===== src/rtl/axi_arb_pkg.sv =====
// Shared types and widths for the two-master AXI read arbiter.
// ARB_ROUND_ROBIN_EN selects round-robin tie breaking (default: fixed M0 priority).
package axi_arb_pkg;

    localparam int AXI_ID_BITS   = 4;
    localparam int AXI_IDS_BITS  = 8;
    localparam int AXI_ADDR_BITS = 32;
    localparam int AXI_DATA_BITS = 32;
    localparam int AXI_LEN_BITS  = 4;
    localparam int AXI_SIZE_BITS = 3;
    localparam int TAG_BITS      = AXI_IDS_BITS - AXI_ID_BITS;

    localparam logic [TAG_BITS-1:0] S_ID_M0_DEF = 4'b0001;
    localparam logic [TAG_BITS-1:0] S_ID_M1_DEF = 4'b0010;

    typedef enum logic [1:0] {
        IDLE = 2'd0,
        ADDR = 2'd1,
        DATA = 2'd2
    } state_t;

    typedef enum logic {
        SEL_M0 = 1'b0,
        SEL_M1 = 1'b1
    } msel_t;

endpackage


===== src/rtl/axi_read_arbiter_arb_rr2.sv =====
// Two-requester grant picker; with ARB_ROUND_ROBIN_EN it keeps a
// last-granted pointer so ties alternate, otherwise M0 always wins.
module arb_rr2
    import axi_arb_pkg::*;
(
    input  logic [1:0] req,
    output msel_t      pick
`ifdef ARB_ROUND_ROBIN_EN
    ,
    input  logic       clk,
    input  logic       rst_n,
    input  logic       upd,
    input  msel_t      win
`endif
);

`ifdef ARB_ROUND_ROBIN_EN
    msel_t last;

    // Remember the owner of the most recently completed burst
    always_ff @(posedge clk or negedge rst_n) begin
        if (!rst_n) begin
            last <= SEL_M1;
        end else if (upd) begin
            last <= win;
        end
    end

    // Single requester wins; a tie goes to whoever was not served last
    always_comb begin
        pick = SEL_M0;
        if (req == 2'b11) begin
            if (last == SEL_M0) begin
                pick = SEL_M1;
            end
        end else if (req == 2'b10) begin
            pick = SEL_M1;
        end
    end
`else
    // Fixed priority: M1 only when it is the sole requester
    always_comb begin
        pick = SEL_M0;
        if (req == 2'b10) begin
            pick = SEL_M1;
        end
    end
`endif

endmodule


===== src/rtl/axi_read_arbiter.sv =====
// Two-master to one-slave AXI read arbiter, one burst in flight at a time.
// ARB_ROUND_ROBIN_EN enables round-robin ties; default is fixed M0 priority.
module axi_read_arbiter
    import axi_arb_pkg::*;
#(
    parameter logic [TAG_BITS-1:0] S_ID_M0 = S_ID_M0_DEF,
    parameter logic [TAG_BITS-1:0] S_ID_M1 = S_ID_M1_DEF
) (
    input  logic                     ACLK,
    input  logic                     ARESETn,
    input  logic [AXI_ID_BITS-1:0]   M0_ARID,
    input  logic [AXI_ADDR_BITS-1:0] M0_ARAddr,
    input  logic [AXI_LEN_BITS-1:0]  M0_ARLen,
    input  logic [AXI_SIZE_BITS-1:0] M0_ARSize,
    input  logic [1:0]               M0_ARBurst,
    input  logic                     M0_ARValid,
    output logic                     M0_ARReady,
    output logic [AXI_ID_BITS-1:0]   M0_RID,
    output logic [AXI_DATA_BITS-1:0] M0_RData,
    output logic [1:0]               M0_RResp,
    output logic                     M0_RLast,
    output logic                     M0_RValid,
    input  logic                     M0_RReady,
    input  logic [AXI_ID_BITS-1:0]   M1_ARID,
    input  logic [AXI_ADDR_BITS-1:0] M1_ARAddr,
    input  logic [AXI_LEN_BITS-1:0]  M1_ARLen,
    input  logic [AXI_SIZE_BITS-1:0] M1_ARSize,
    input  logic [1:0]               M1_ARBurst,
    input  logic                     M1_ARValid,
    output logic                     M1_ARReady,
    output logic [AXI_ID_BITS-1:0]   M1_RID,
    output logic [AXI_DATA_BITS-1:0] M1_RData,
    output logic [1:0]               M1_RResp,
    output logic                     M1_RLast,
    output logic                     M1_RValid,
    input  logic                     M1_RReady,
    output logic [AXI_IDS_BITS-1:0]  S_ARID,
    output logic [AXI_ADDR_BITS-1:0] S_ARAddr,
    output logic [AXI_LEN_BITS-1:0]  S_ARLen,
    output logic [AXI_SIZE_BITS-1:0] S_ARSize,
    output logic [1:0]               S_ARBurst,
    output logic                     S_ARValid,
    input  logic                     S_ARReady,
    input  logic [AXI_IDS_BITS-1:0]  S_RID,
    input  logic [AXI_DATA_BITS-1:0] S_RData,
    input  logic [1:0]               S_RResp,
    input  logic                     S_RLast,
    input  logic                     S_RValid,
    output logic                     S_RReady,
    output logic [1:0]               Grant,
    output logic                     Len_err
);

    state_t                  state;
    state_t                  state_nxt;
    msel_t                   sel;
    msel_t                   pick;
    logic [AXI_LEN_BITS-1:0] len_q;
    logic [AXI_LEN_BITS-1:0] cnt;
    logic                    len_err_q;
    logic                    ar_hs;
    logic                    r_hs;
    logic                    r_end;
    logic                    tag_unused;

    assign ar_hs      = S_ARValid & S_ARReady;
    assign r_hs       = S_RValid & S_RReady;
    assign r_end      = r_hs & S_RLast;
    assign tag_unused = ^S_RID[AXI_IDS_BITS-1:AXI_ID_BITS];
    assign Len_err    = len_err_q;

    arb_rr2 u_pick (
        .req  ({M1_ARValid, M0_ARValid}),
        .pick (pick)
`ifdef ARB_ROUND_ROBIN_EN
        ,
        .clk  (ACLK),
        .rst_n(ARESETn),
        .upd  (state == DATA && r_end),
        .win  (sel)
`endif
    );

    // State register
    always_ff @(posedge ACLK or negedge ARESETn) begin
        if (!ARESETn) begin
            state <= IDLE;
        end else begin
            state <= state_nxt;
        end
    end

    // Next state: grant, address handshake, then data until RLast
    always_comb begin
        state_nxt = state;
        unique case (state)
            IDLE: if (M0_ARValid || M1_ARValid) state_nxt = ADDR;
            ADDR: if (ar_hs) state_nxt = DATA;
            DATA: if (r_end) state_nxt = IDLE;
            default: state_nxt = IDLE;
        endcase
    end

    // Owner, latched length, beat counter and sticky length error
    always_ff @(posedge ACLK or negedge ARESETn) begin
        if (!ARESETn) begin
            sel       <= SEL_M0;
            len_q     <= '0;
            cnt       <= '0;
            len_err_q <= 1'b0;
        end else begin
            if (state == IDLE && (M0_ARValid || M1_ARValid)) begin
                sel <= pick;
            end
            if (state == ADDR && ar_hs) begin
                len_q <= S_ARLen;
                cnt   <= '0;
            end
            if (state == DATA && r_hs) begin
                cnt <= cnt + 1'b1;
                if (S_RLast && cnt != len_q) begin
                    len_err_q <= 1'b1;
                end
            end
        end
    end

    // Outputs: mux the owner's AR channel, route R beats, gate handshakes
    always_comb begin
        S_ARID     = {S_ID_M0, M0_ARID};
        S_ARAddr   = M0_ARAddr;
        S_ARLen    = M0_ARLen;
        S_ARSize   = M0_ARSize;
        S_ARBurst  = M0_ARBurst;
        if (sel == SEL_M1) begin
            S_ARID    = {S_ID_M1, M1_ARID};
            S_ARAddr  = M1_ARAddr;
            S_ARLen   = M1_ARLen;
            S_ARSize  = M1_ARSize;
            S_ARBurst = M1_ARBurst;
        end
        M0_RID     = S_RID[AXI_ID_BITS-1:0];
        M0_RData   = S_RData;
        M0_RResp   = S_RResp;
        M0_RLast   = S_RLast;
        M1_RID     = S_RID[AXI_ID_BITS-1:0];
        M1_RData   = S_RData;
        M1_RResp   = S_RResp;
        M1_RLast   = S_RLast;
        S_ARValid  = 1'b0;
        M0_ARReady = 1'b0;
        M1_ARReady = 1'b0;
        S_RReady   = 1'b0;
        M0_RValid  = 1'b0;
        M1_RValid  = 1'b0;
        Grant      = 2'b00;
        if (state != IDLE) begin
            Grant = (sel == SEL_M1) ? 2'b10 : 2'b01;
        end
        unique case (state)
            ADDR: begin
                S_ARValid  = (sel == SEL_M1) ? M1_ARValid : M0_ARValid;
                M0_ARReady = (sel == SEL_M0) & S_ARReady;
                M1_ARReady = (sel == SEL_M1) & S_ARReady;
            end
            DATA: begin
                S_RReady  = (sel == SEL_M1) ? M1_RReady : M0_RReady;
                M0_RValid = (sel == SEL_M0) & S_RValid;
                M1_RValid = (sel == SEL_M1) & S_RValid;
            end
            default: ;
        endcase
    end

endmodule

===== config.mk =====
export PLATFORM = sky130hd
export DESIGN_NAME = axi_read_arbiter
export DESIGN_NICKNAME = d
export VERILOG_FILES = /design/src/rtl/axi_arb_pkg.sv /design/src/rtl/axi_read_arbiter_arb_rr2.sv /design/src/rtl/axi_read_arbiter.sv
export SDC_FILE = /design/constraint.sdc
export NUM_CORES = 1
export LEC_CHECK = 0
export BUFFER_PORTS_ARGS = -buffer_cell sky130_fd_sc_hd__buf_2
export CAP_MARGIN = 40
export CORE_AREA = 4 4 104 106
export CTS_CLUSTER_DIAMETER = 40
export DETAILED_ROUTE_END_ITERATION = 8
export DIE_AREA = 0 0 108 110
export PLACE_DENSITY = 0.63
export SETUP_SLACK_MARGIN = 0.2
export SLEW_MARGIN = 20
export SYNTH_ARGS = -nofsm -noshare
export SYNTH_HDL_FRONTEND = slang
export SYNTH_HIERARCHICAL = 1
export SYNTH_SLANG_ARGS = --single-unit

===== constraint.sdc =====
create_clock -name ACLK -period 4.1 [get_ports ACLK]
set_input_delay 0.82 -clock ACLK [delete_from_list [all_inputs] [get_ports ACLK]]
set_output_delay 0.82 -clock ACLK [all_outputs]
set_load 0.005 [all_outputs]

* Word-level counts from Yosys, hierarchy flattened
Index checks and enable logic that the tools add are counted.
W data, S select, Z words.
** Storage, ports and cells
- Bits of input ports :: 141
- Memories kept :: 0
- Bits in read-only memories :: 0
- Word-level logic and storage cells :: 53
- Output and inout bits :: 136
- Bits in writable memories :: 0
- Register bits after elaboration :: 12
- Bits in latches :: 0
** Cells by class
- Equal/unequal tests :: 7
- $add $sub $neg :: 1
- Bitwise operators :: 8
- Multiply operators :: 0
- Muxes and demuxes :: 22
- Order comparisons :: 0
- Divide/modulo/power cells :: 0
- Reductions and logical operators :: 10
- Shift operators :: 0
** Operator list (count)
- $mux W32 :: 1
- $mux W2 :: 6
- $mux W4 :: 3
- $mux W1 :: 9
- $and A1 B1 Y1 :: 7
- $mux W6 :: 1
- $pmux W2 S3 :: 1
- $add A4 B1 Y4 const B :: 1
- $eq A2 B2 Y1 const B :: 2
- $logic_and A1 B1 Y1 :: 4
- $ne A2 B2 Y1 const B :: 2
- $ne A4 B4 Y1 :: 1
- $reduce_bool A2 Y1 :: 2
- $mux W3 :: 1
- $reduce_and A3 Y1 :: 1
- $eq A2 B1 Y1 const B :: 1
- $logic_not A2 Y1 :: 1
- $ne A2 B1 Y1 const B :: 1
- $reduce_and A2 Y1 :: 1
- $logic_or A1 B1 Y1 :: 1
- $not A1 Y1 :: 1

* Longest topological paths before layout
Gate-level depths: netlist of the first run.
- Word-level depth :: 6
- Depth in mapped cells :: 5

* Hierarchy
The synthesis of the first run kept the hierarchy.
** Modules (own cells, without submodules)
- axi_read_arbiter :: area each 1823.0 um2, instances 1, sequential area each 300.3 um2, cells an instance 190
- arb_rr2 :: area each 13.8 um2, instances 1, sequential area each 0.0 um2, cells an instance 1

* Least setup slack after synthesis of the first run
No wires, ideal clock.
- Kind :: reg2out
- Start :: register sel
- End :: output S_ARAddr[0]
- Stages on the path, launching flop included :: 5
- Data required time :: 3.280 ns
- Setup slack :: 2.072 ns
- Buffers on the path :: 3
- Arrival time :: 1.208 ns
- Path through :: dfrtp_1 -> buf_6 -> buf_2 -> buf_4 -> mux2_2
** Between the ends
- Cells in the longest elaborated chain, start to end :: 1
** RTL lines
- from (decl) :: RTL line axi_read_arbiter.sv:56 : msel_t sel;
- from (signal assigned) :: RTL line axi_read_arbiter.sv:113 : sel <= pick;
- $mux W32 :: RTL line axi_read_arbiter.sv:135 : if (sel == SEL_M1) begin
- to (decl) :: RTL line axi_read_arbiter.sv:38 : output logic [AXI_ADDR_BITS-1:0] S_ARAddr,
No other way between the ends.

* Final worst setup path of the first run
- Start :: register sel
- End :: output S_ARValid
** Between the ends
- Cells in the longest elaborated chain, start to end :: 2
** RTL lines
- $mux W1 :: RTL line axi_read_arbiter.sv:162 : S_ARValid = (sel == SEL_M1) ? M1_ARValid : M0_ARValid;
- $mux W1 :: RTL line axi_read_arbiter.sv:160 : unique case (state)
- to (decl) :: RTL line axi_read_arbiter.sv:42 : output logic S_ARValid,
No other way between the ends.

==> flow_metrics.env, run 1 <==
export IMPL_drv_cap=0
export IMPL_gp_congestion=0.7254
export IMPL_tritoncts="done"
export IMPL_clkSlewWorstSetupHoldPaths_ps=50
export IMPL_first_global_vias=1531
export IMPL_critPathCaptureType="primary output"
export IMPL_core_area_um2=9774
export IMPL_final_cell_mix="buf_2 (156), mux2_2 (52), dfrtp_1 (11)"
export IMPL_cts_hold_buf=0
export IMPL_crit_family="flip-flops"
export IMPL_synth_ff_type="dfrtp_1"
export IMPL_avgSynthCellArea_um2=9.617
export IMPL_vias=1577
export IMPL_die_h_um=110
export IMPL_slowest_stage="dfrtp_2"
export IMPL_fin_ws_ps=1529
export IMPL_startpoint_type="register"
export IMPL_start_util_pct=18.79
export IMPL_worstPathRequired_ps=3280
export IMPL_rsz0062_at_grt="no"
export IMPL_antenna_found_initial=0
export IMPL_fmax_mhz=389.0
export IMPL_tns_ps=0
export IMPL_portBuffers=156
export IMPL_die_area_um2=11880
export IMPL_wl_um=6623
export IMPL_track_usage_pct=9.270
export IMPL_placed_area_um2=2155
export IMPL_path_buf_inv=2
export IMPL_leakagePower_nw=1.125
export IMPL_rows=36
export IMPL_drv_slew=0
export IMPL_crit_arrival_ps=1750
export IMPL_globalRouteOverflowTotal=0
export IMPL_clockBufferDepth=2
export IMPL_nNetsFinal=409
export IMPL_numCtsBuffers=3
export IMPL_max_stage_delay_ps=650
export IMPL_postSynth_asyncResetShare_pct=100.0
export IMPL_wl_met3_um=855
export IMPL_dp_slack_ps=1784
export IMPL_power_density_nw_per_um2=484.3
export IMPL_dpl_hpwl_um=5887
export IMPL_pin_count=277
export IMPL_postCtsSetupBuffers=0
export IMPL_hp_class="in -> async"
export IMPL_path_max_fanout=35
export IMPL_yosys_warnings=6
export IMPL_area_growth_pct=20.30
export IMPL_avgRoutedWirePerCell_um=16.60
export IMPL_synth_cell_types=30
export IMPL_grt_pass1_wl_um=8411
export IMPL_yosysSeqAreaShare_pct=16.35
export IMPL_ant_nets=0
export IMPL_wl_met2_um=3156
export IMPL_post_route_period_util_pct=62.70
export IMPL_final_common_cell="buf_2"
export IMPL_finClkSkew_ps=3.842
export IMPL_die_w_um=108
export IMPL_synth_edf_count=0
export IMPL_cts_resized=0
export IMPL_drtPass1Iterations=3
export IMPL_path_cells="buf_12, mux2i_4, nor3b_1, buf_2"
export IMPL_antennaDiodeCount=0
export IMPL_drive_above_1_share_pct=81.95
export IMPL_irDropWorstVdd_v=0.0003956
export IMPL_grt_max_degree=36
export IMPL_syn_instance_count=191
export IMPL_h_tree_depth=1
export IMPL_fill_cells=1078
export IMPL_initialDrtViolationCount=45
export IMPL_syn_area_um2=1837
export IMPL_status="completed"
export IMPL_tritoncts_num_sinks=12
export IMPL_finalSetupViolCount=0
export IMPL_drt_vias_per_instance=3.952
export IMPL_route_detailed_drc=0
export IMPL_layout_min_cycle_time_ps=2571
export IMPL_clk_latency_ps=250
export IMPL_m1WireLength_um=2561
export IMPL_clockRootBuffer="clkbuf_8"
export IMPL_ys_ff_latch=12
export IMPL_layout_cell_area_non_filler_um2=2210
export IMPL_hold_viol=0
export IMPL_critical_path_class="reg -> out"
export IMPL_routed_top_layer="met4"
-- Yosys cell counts (2+ instances only) --
| master | instances | area [um^2] |
|---|---|---|
| buf_4 | 85 | 638.1 |
| mux2_2 | 52 | 585.6 |
| dfrtp_1 | 12 | 300.3 |
| nor2_1 | 9 | 33.78 |
| xnor2_1 | 5 | 43.79 |
| a22o_1 | 2 | 17.52 |
| nand3b_1 | 2 | 15.01 |
| nor3_1 | 2 | 10.01 |
-- routing by layer --
layer / vias up / GRT usage [%]
li1: 719 / -
met1: 705 / 11.05
met2: 146 / 15.45
met3: 7 / 3.960
met4: 0 / 2.254
met5: - / 0
-- cell families (layout without fill, tap and decap cells) --
family | after synthesis | count (layout) | share of synthesized area, %
fa+ha+maj | 1 | 1 | 0.6811
xor+xnor | 5 | 5 | 2.384
buf+inv | 88 | 162 | 35.83
compound gates | 7 | 7 | 3.338
flops | 12 | 12 | 16.35
other cells | 1 | 2 | 0.2042
mux | 54 | 54 | 33.65
simple gates | 23 | 23 | 7.562
-- metrics by stage --
stage	total power, mW	util (%)	hold slack [ps]	instances
floorplan	0.7270	-	451.0	192
global placement	0.9244	21.84	463.4	394
detailed placement	0.9532	22.04	469.2	395
CTS	1.089	22.61	449.7	399
global route	1.147	22.61	469.1	399
finish	1.070	22.61	442.9	399
-- final cells by class --
cell class | count | area (um^2) | area share, %
inverters | 1 | 3.754 | 0.1699
well taps | 133 | 166.4 | 7.531
multi-input cells | 92 | 882.1 | 39.92
repair buffers | 157 | 800.8 | 36.24
flip-flops and latches | 12 | 301.5 | 13.65
clock buffers | 4 | 55.05 | 2.492
-- power breakdown --
group | total (mW) | switching, mW | internal (mW)
Combinational | 0.701 | 0.295 | 0.406
Sequential | 0.238 | 0.0748 | 0.163
Clock | 0.131 | 0.0458 | 0.0850
-- state kept, by name, indices dropped and copies added (netlist names) --
| register | count |
|---|---|
| Len_err | 1 |
| state | 2 |
| cnt | 4 |
| sel | 1 |
| len_q | 4 |
-- worst reg2reg max path, stage by stage (launching register included) --
cell and delay [ps]:
dfrtp_2 650, buf_12 270, mux2i_1 330, nor2_1 140
a221o_1 330
-- worst paths after layout --
path | start | slack [ps] | to | cells after the start
setup / recovery | sel$_DFFE_PN0P_ | 1530 | S_ARValid | 4
hold / removal | ARESETn | 440 | len_q[2]$_DFFE_PN0P_ | 1
setup reg to reg | sel$_DFFE_PN0P_ | 2260 | cnt[2]$_DFFE_PN0P_ | 4
hold reg to reg | Len_err$_DFFE_PN0P_ | 490 | Len_err$_DFFE_PN0P_ | 1
max in group asynchronous | ARESETn | 3420 | sel$_DFFE_PN0P_ | 1
min in group ACLK | Len_err$_DFFE_PN0P_ | 490 | Len_err$_DFFE_PN0P_ | 1
No activity file was read; power rests on OpenSTA's default activity.
==> inputs of run 2 (changes only) <==
--- a/config.mk
+++ b/config.mk
@@ -5,12 +5,13 @@
 export SDC_FILE = /design/constraint.sdc
 export NUM_CORES = 1
 export LEC_CHECK = 0
+export ABC_AREA = 1
 export BUFFER_PORTS_ARGS = -buffer_cell sky130_fd_sc_hd__buf_2
 export CAP_MARGIN = 40
-export CORE_AREA = 4 4 104 106
+export CORE_AREA = 4 4 105 107
 export CTS_CLUSTER_DIAMETER = 40
 export DETAILED_ROUTE_END_ITERATION = 8
-export DIE_AREA = 0 0 108 110
+export DIE_AREA = 0 0 109 111
 export PLACE_DENSITY = 0.63
 export SETUP_SLACK_MARGIN = 0.2
 export SLEW_MARGIN = 20
==> constraint.sdc (replaced) <==
create_clock -name ACLK -period 2.4 [get_ports ACLK]
set_input_delay 0.48 -clock ACLK [delete_from_list [all_inputs] [get_ports ACLK]]
set_output_delay 0.48 -clock ACLK [all_outputs]
set_load 0.005 [all_outputs]
==> flow_metrics.env, run 2 <==
export IMPL_tns_ps=0
export IMPL_tritoncts="done"
export IMPL_track_usage_pct=8.536
export IMPL_hold_viol=0
export IMPL_globalRouteOverflowTotal=0
export IMPL_wl_um=5690
export IMPL_finClkSkew_ps=1.118
export IMPL_first_global_vias=1914
export IMPL_synth_cell_types=21
export IMPL_startpoint_type="register"
export IMPL_instances_no_fill=541
export IMPL_h_tree_depth=1
export IMPL_max_stage_delay_ps=440
export IMPL_initialDrtViolationCount=57
export IMPL_fin_util_pct=22.51
export IMPL_crit_top_cell="nand2_1"
export IMPL_avgSynthCellArea_um2=5.779
export IMPL_synth_top_cell_by_area="nand2_1"
export IMPL_die_area_um2=12100
export IMPL_synth_top_area_share_pct=32.38
export IMPL_reg_largest_list="cnt x4, len_q x4, state x2"
export IMPL_area_growth_pct=18.60
export IMPL_dpl_hpwl_um=4723
export IMPL_drv_cap=0
export IMPL_core_area_um2=10140
export IMPL_postCtsSetupBuffers=0
export IMPL_crit_reg2reg_capture="len_q[1]$_DFFE_PN0P_"
export IMPL_fmax_mhz=498.6
export IMPL_yosysMostFrequentCell="nand2_1"
export IMPL_drtPass1Iterations=4
export IMPL_timing_rr_start="sel$_DFFE_PN0P_"
export IMPL_path_cells="buf_4, nand2_1, nand2_1, inv_1, nor2_1, buf_2"
export IMPL_power_density_nw_per_um2=889.0
export IMPL_route_detailed_drc=0
export IMPL_clockRootBuffer="clkbuf_8"
export IMPL_yosys_warnings=6
export IMPL_rr_worst_depth=6
export IMPL_tritoncts_num_sinks=12
export IMPL_clk_latency_ps=240
export IMPL_portBuffers=156
export IMPL_dp_slack_ps=617.2
export IMPL_synth_common_cells="nand2_1 (166), buf_4 (81), inv_1 (22)"
export IMPL_hp_class="in -> async"
export IMPL_syn_instance_count=333
export IMPL_clkSlewWorstSetupHoldPaths_ps=50
export IMPL_nNetsFinal=548
export IMPL_switching_share_pct=49.73
export IMPL_yosysSeqAreaShare_pct=15.60
export IMPL_cts_resized=0
export IMPL_slowest_stage="buf_4"
export IMPL_layout_min_cycle_time_ps=2006
export IMPL_maxSlewHeadroom_pct=64.75
export IMPL_irDropWorstVdd_v=0.0002656
export IMPL_leakagePower_nw=1.501
export IMPL_crit_arrival_ps=1530
export IMPL_final_cell_mix="nand2_1 (166), buf_2 (156), inv_1 (22)"
export IMPL_p_clk_share_pct=10.7
export IMPL_cts_hold_buf=0
export IMPL_start_util_pct=18.98
export IMPL_final_common_cell="nand2_1"
export IMPL_path_max_fanout=51
export IMPL_grt_max_degree=52
export IMPL_numCtsBuffers=3
export IMPL_rsz0062_at_grt="no"
export IMPL_avgRoutedWirePerCell_um=10.52
export IMPL_pwr_share_comb_pct=73.1
export IMPL_antenna_found_initial=0
export IMPL_synth_edf_count=0
export IMPL_die_w_um=109
export IMPL_synth_area_leaders="nand2_1 (32%), buf_4 (32%), dfrtp_1 (16%)"
export IMPL_holdWs_ps=112.5
export IMPL_ff2ff_setup_slack_ps=850
export IMPL_clockBufferDepth=2
export IMPL_grt_pass1_wl_um=8556
export IMPL_pin_count=277
export IMPL_die_h_um=111
export IMPL_drive_above_1_share_pct=42.96
export IMPL_syn_area_um2=1924
export IMPL_finalSetupViolCount=0
export IMPL_critical_path_class="reg -> out"
export IMPL_power_switching_mw=1.009
export IMPL_critPathCaptureType="primary output"
export IMPL_ys_ff_latch=12
export IMPL_postSynth_asyncResetShare_pct=100.0
export IMPL_ant_nets=0
export IMPL_crit_family="buffers and inverters"
export IMPL_dp_cells=537
export IMPL_p_int_mw=1.020
export IMPL_path_buf_inv=3
export IMPL_rows=37
export IMPL_fin_ws_ps=394.2
export IMPL_drv_slew=0
export IMPL_seqPwrFrac_pct=16.1
export IMPL_gp_congestion=0.7350
export IMPL_vias=2030
export IMPL_synth_ff_type="dfrtp_1"
export IMPL_worstPathRequired_ps=1920
export IMPL_worst_pin_slew_ps=528.7
export IMPL_status="completed"
export IMPL_antennaDiodeCount=0
export IMPL_drt_vias_per_instance=3.752
export IMPL_fill_cells=1190
export IMPL_post_route_period_util_pct=83.57
-- run 2: changes by cell type after synthesis, sizes merged, moves of 5 or more --
| cell | delta |
|---|---|
| mux2 | -52 |
| xnor2 | -5 |
| buf | +5 |
| nand3 | +5 |
| nand2 | +169 |
| inv | +22 |
-- run 2: layout make-up --
type | instances | area, um^2 | area share, %
Sequential cell | 12 | 301.5 | 13.21
Timing Repair Buffer | 159 | 803.3 | 35.20
Clock buffer | 4 | 55.05 | 2.412
Multi-Input combinational cell | 207 | 865.8 | 37.94
Tap cell | 136 | 170.2 | 7.456
Inverter | 23 | 86.33 | 3.783
-- run 2: how the worst max path moves through the flow --
stage / from / to / depth (start not counted) / slack, ps
final: sel$_DFFE_PN0P_ / S_RReady / 6 / 390
after global routing: sel$_DFFE_PN0P_ / S_RReady / 6 / 230
after CTS: sel$_DFFE_PN0P_ / S_RReady / 6 / 350
after detailed placement: sel$_DFFE_PN0P_ / S_RReady / 6 / 620
after global placement: sel$_DFFE_PN0P_ / S_RReady / 6 / 620
after floorplan: sel$_DFFE_PN0P_ / S_ARAddr[22] / 5 / 960
-- run 2: through the flow --
stage / instance area (um^2) / power, mW
floorplan: 1928 / 1.341
global placement: 2227 / 1.840
detailed placement: 2227 / 1.845
CTS: 2282 / 2.075
global route: 2282 / 2.287
finish: 2282 / 2.029
-- run 2: cell families (layout without fill, tap and decap cells) --
group / after synthesis / in the layout / synth area share, %
other cells: 1 / 2 / 0.1949
compound gates: 8 / 8 / 2.991
fa+ha+maj: 1 / 1 / 0.6501
flops: 12 / 12 / 15.60
buf+inv: 115 / 186 / 39.60
simple gates: 194 / 194 / 40.05
xor+xnor: 2 / 2 / 0.9104
-- run 2: layer usage --
layer	part of all wire [%]	vias up	wire length [um]	GRT usage (%)
met1	40	829	2278	9.968
met5	0	-	0	0
li1	-	1047	-	-
met4	2.9	0	165	2.862
met2	45	136	2574	14.58
met3	12	18	671	2.621
-- run 2: power by group through the flow --
stage	clock, mW	combinational, mW	sequential, mW
2_1_floorplan	0	1.02	0.323
3_3_place_gp	0	1.52	0.325
3_5_place_dp	0	1.52	0.328
4_1_cts	0.225	1.53	0.325
5_1_grt	0.233	1.72	0.336
6_report	0.218	1.48	0.327
-- run 2: worst reg2reg max path, stage by stage (launching register included) --
cell     delay [ps]
dfrtp_2         360
buf_4           450
nand2_1         160
nand2_2         120
nand3_4         170
nand2_1         130
o21ai_2          50
==> inputs of run 3 (changes only) <==
--- a/config.mk
+++ b/config.mk
@@ -8,11 +8,11 @@
 export ABC_AREA = 1
 export BUFFER_PORTS_ARGS = -buffer_cell sky130_fd_sc_hd__buf_2
 export CAP_MARGIN = 40
-export CORE_AREA = 4 4 105 107
+export CORE_AREA = 4 4 104 106
 export CTS_CLUSTER_DIAMETER = 40
 export DETAILED_ROUTE_END_ITERATION = 8
-export DIE_AREA = 0 0 109 111
-export PLACE_DENSITY = 0.63
+export DIE_AREA = 0 0 108 110
+export PLACE_DENSITY = 0.66
 export SETUP_SLACK_MARGIN = 0.2
 export SLEW_MARGIN = 20
 export SYNTH_ARGS = -nofsm -noshare
==> constraint.sdc (replaced) <==
create_clock -name ACLK -period 1.65 [get_ports ACLK]
set_input_delay 0.33 -clock ACLK [delete_from_list [all_inputs] [get_ports ACLK]]
set_output_delay 0.33 -clock ACLK [all_outputs]
set_load 0.005 [all_outputs]
==> flow_metrics.env, run 3 (synthesized netlist as in run 2, its figures left out) <==
export IMPL_timing_rr_start="sel$_DFFE_PN0P_"
export IMPL_cp_startpoint="sel$_DFFE_PN0P_"
export IMPL_hold_path_end="sel$_DFFE_PN0P_"
export IMPL_dpl_hpwl_um=5259
export IMPL_status="complete, but fails checks"
export IMPL_path_max_fanout=6
export IMPL_clockRootBuffer="clkbuf_8"
export IMPL_drv_cap=0
export IMPL_instances_no_fill=567
export IMPL_ff2ff_setup_slack_ps=280
export IMPL_crit_arrival_ps=1340
export IMPL_irDropWorstVdd_v=0.0005118
export IMPL_clkSlewWorstSetupHoldPaths_ps=50
export IMPL_power_density_nw_per_um2=1627
export IMPL_leakagePower_nw=1.880
export IMPL_fmax_mhz=597.4
export IMPL_reg_largest_list="cnt x4, len_q x4, state x2"
export IMPL_wl_um=7966
export IMPL_finClkSkew_ps=3.732
export IMPL_first_global_vias=2075
export IMPL_core_area_um2=9774
export IMPL_antenna_found_initial=0
export IMPL_post_route_period_util_pct=101.4
export IMPL_start_util_pct=19.69
export IMPL_rsz0062_at_grt="yes"
export IMPL_final_cell_mix="buf_2 (145), nand2_1 (97), nand2_2 (50)"
export IMPL_fill_cells=1085
export IMPL_drv_slew=0
export IMPL_avgRoutedWirePerCell_um=14.05
export IMPL_critical_path_class="reg -> out"
export IMPL_die_w_um=108
export IMPL_drive_above_1_share_pct=65.67
export IMPL_rr_worst_depth=8
export IMPL_grt_max_degree=15
export IMPL_grt_pass1_wl_um=10360
export IMPL_holdPathStages=4
export IMPL_route_detailed_drc=0
export IMPL_rows=36
export IMPL_pin_count=277
export IMPL_layout_min_cycle_time_ps=1674
export IMPL_violations="setup timing"
export IMPL_startpoint_type="register"
export IMPL_initialDrtViolationCount=52
export IMPL_drtPass1Iterations=4
export IMPL_vias=2260
export IMPL_portBuffers=156
export IMPL_clk_latency_ps=240
export IMPL_numCtsBuffers=3
export IMPL_drt_vias_per_instance=3.986
export IMPL_critPathCaptureType="primary output"
export IMPL_dp_slack_ps=72.47
export IMPL_crit_reg2reg_capture="cnt[3]$_DFFE_PN0P_"
export IMPL_h_tree_depth=1
export IMPL_clockBufferDepth=2
export IMPL_track_usage_pct=11.40
export IMPL_worstPathRequired_ps=1320
export IMPL_min_from="M0_ARValid"
export IMPL_area_growth_pct=65.02
export IMPL_die_h_um=110
export IMPL_dp_cells=536
export IMPL_die_area_um2=11880
export IMPL_tritoncts="done"
export IMPL_nNetsFinal=577
export IMPL_hold_viol=0
export IMPL_gp_congestion=0.7501
export IMPL_hp_class="in -> reg"
export IMPL_fin_ws_ps=-23.82
export IMPL_ant_nets=0
export IMPL_final_common_cell="buf_2"
export IMPL_tritoncts_num_sinks=12
export IMPL_finalSetupViolCount=5
export IMPL_antennaDiodeCount=0
export IMPL_globalRouteOverflowTotal=0
run 3: changes by cell type in the layout (fill, tap and decap cells not counted), moves of 5 or more:
cell,before,now
buf_16,0,5
buf_12,0,8
buf_2,156,145
nand2_1,166,97
buf_4,3,11
buf_6,0,13
nand2_4,0,22
inv_1,22,16
nand2_2,3,50
run 3: final cells by class:
cell class	count	area [um^2]	area share [%]
repair buffers	186	1338	42.12
multi-input cells	208	1217	38.34
flip-flops and latches	12	301.5	9.496
well taps	133	166.4	5.240
inverters	23	96.34	3.034
clock buffers	4	45.04	1.418
repair inverters	1	11.26	0.3546
run 3: how the worst max path moves through the flow:
stage	to	slack [ps]	depth (start not counted)
after global placement	S_ARAddr[26]	90	5
after CTS	S_ARAddr[27]	-3	6
after floorplan	S_ARAddr[22]	360	5
after global routing	S_ARBurst[0]	-80	6
after detailed placement	S_ARAddr[26]	70	5
final	S_ARBurst[0]	-20	6
run 3: timing repair:
action / 4_1_cts / 5_1_grt
resized for setup: 87 / 56
endpoints found under the hold margin: 12 / 0
pin swaps: 12 / 22
cloned: 6 / 4
setup buffers: 10 / 6
hold buffers: 1 / 0
endpoints found under the setup margin: 53 / 64
run 3: through the flow:
stage	power [mW]	utilization (%)	setup TNS [ps]	cell area, um^2	hold WS, ps
after floorplan	1.950	-	0	1928	34.41
after detailed placement	2.844	23.16	0	2263	230.1
final	5.168	32.49	-88.55	3176	425.0
after CTS	4.476	28.89	-11.56	2824	413.7
after global placement	2.829	23.16	0	2263	226.5
after global routing	5.587	32.49	-1247	3176	448.3
run 3: power by group:
| group | internal, mW | total, mW | leakage [nW] | switching, mW |
|---|---|---|---|---|
| registers | 0.397 | 0.527 | 0.150 | 0.130 |
| clock network | 0.170 | 0.280 | 0.0228 | 0.110 |
| logic | 2.27 | 4.36 | 1.71 | 2.09 |
run 3: metal layers:
metal / track usage (%) / wire [um] / vias to the layer above
li1: - / - / 1114
met1: 11.86 / 2735 / 978
met2: 21.49 / 4257 / 143
met3: 3.494 / 800 / 25
met4: 4.238 / 172 / 0
met5: 0 / 0 / -
run 3: worst max-delay path, cell delays in order, from the launching register on:
cell,delay (ps)
dfrtp_2,490
inv_8,140
buf_12,120
clkbuf_16,150
nand2_2,40
nand2_1,40
buf_2,110
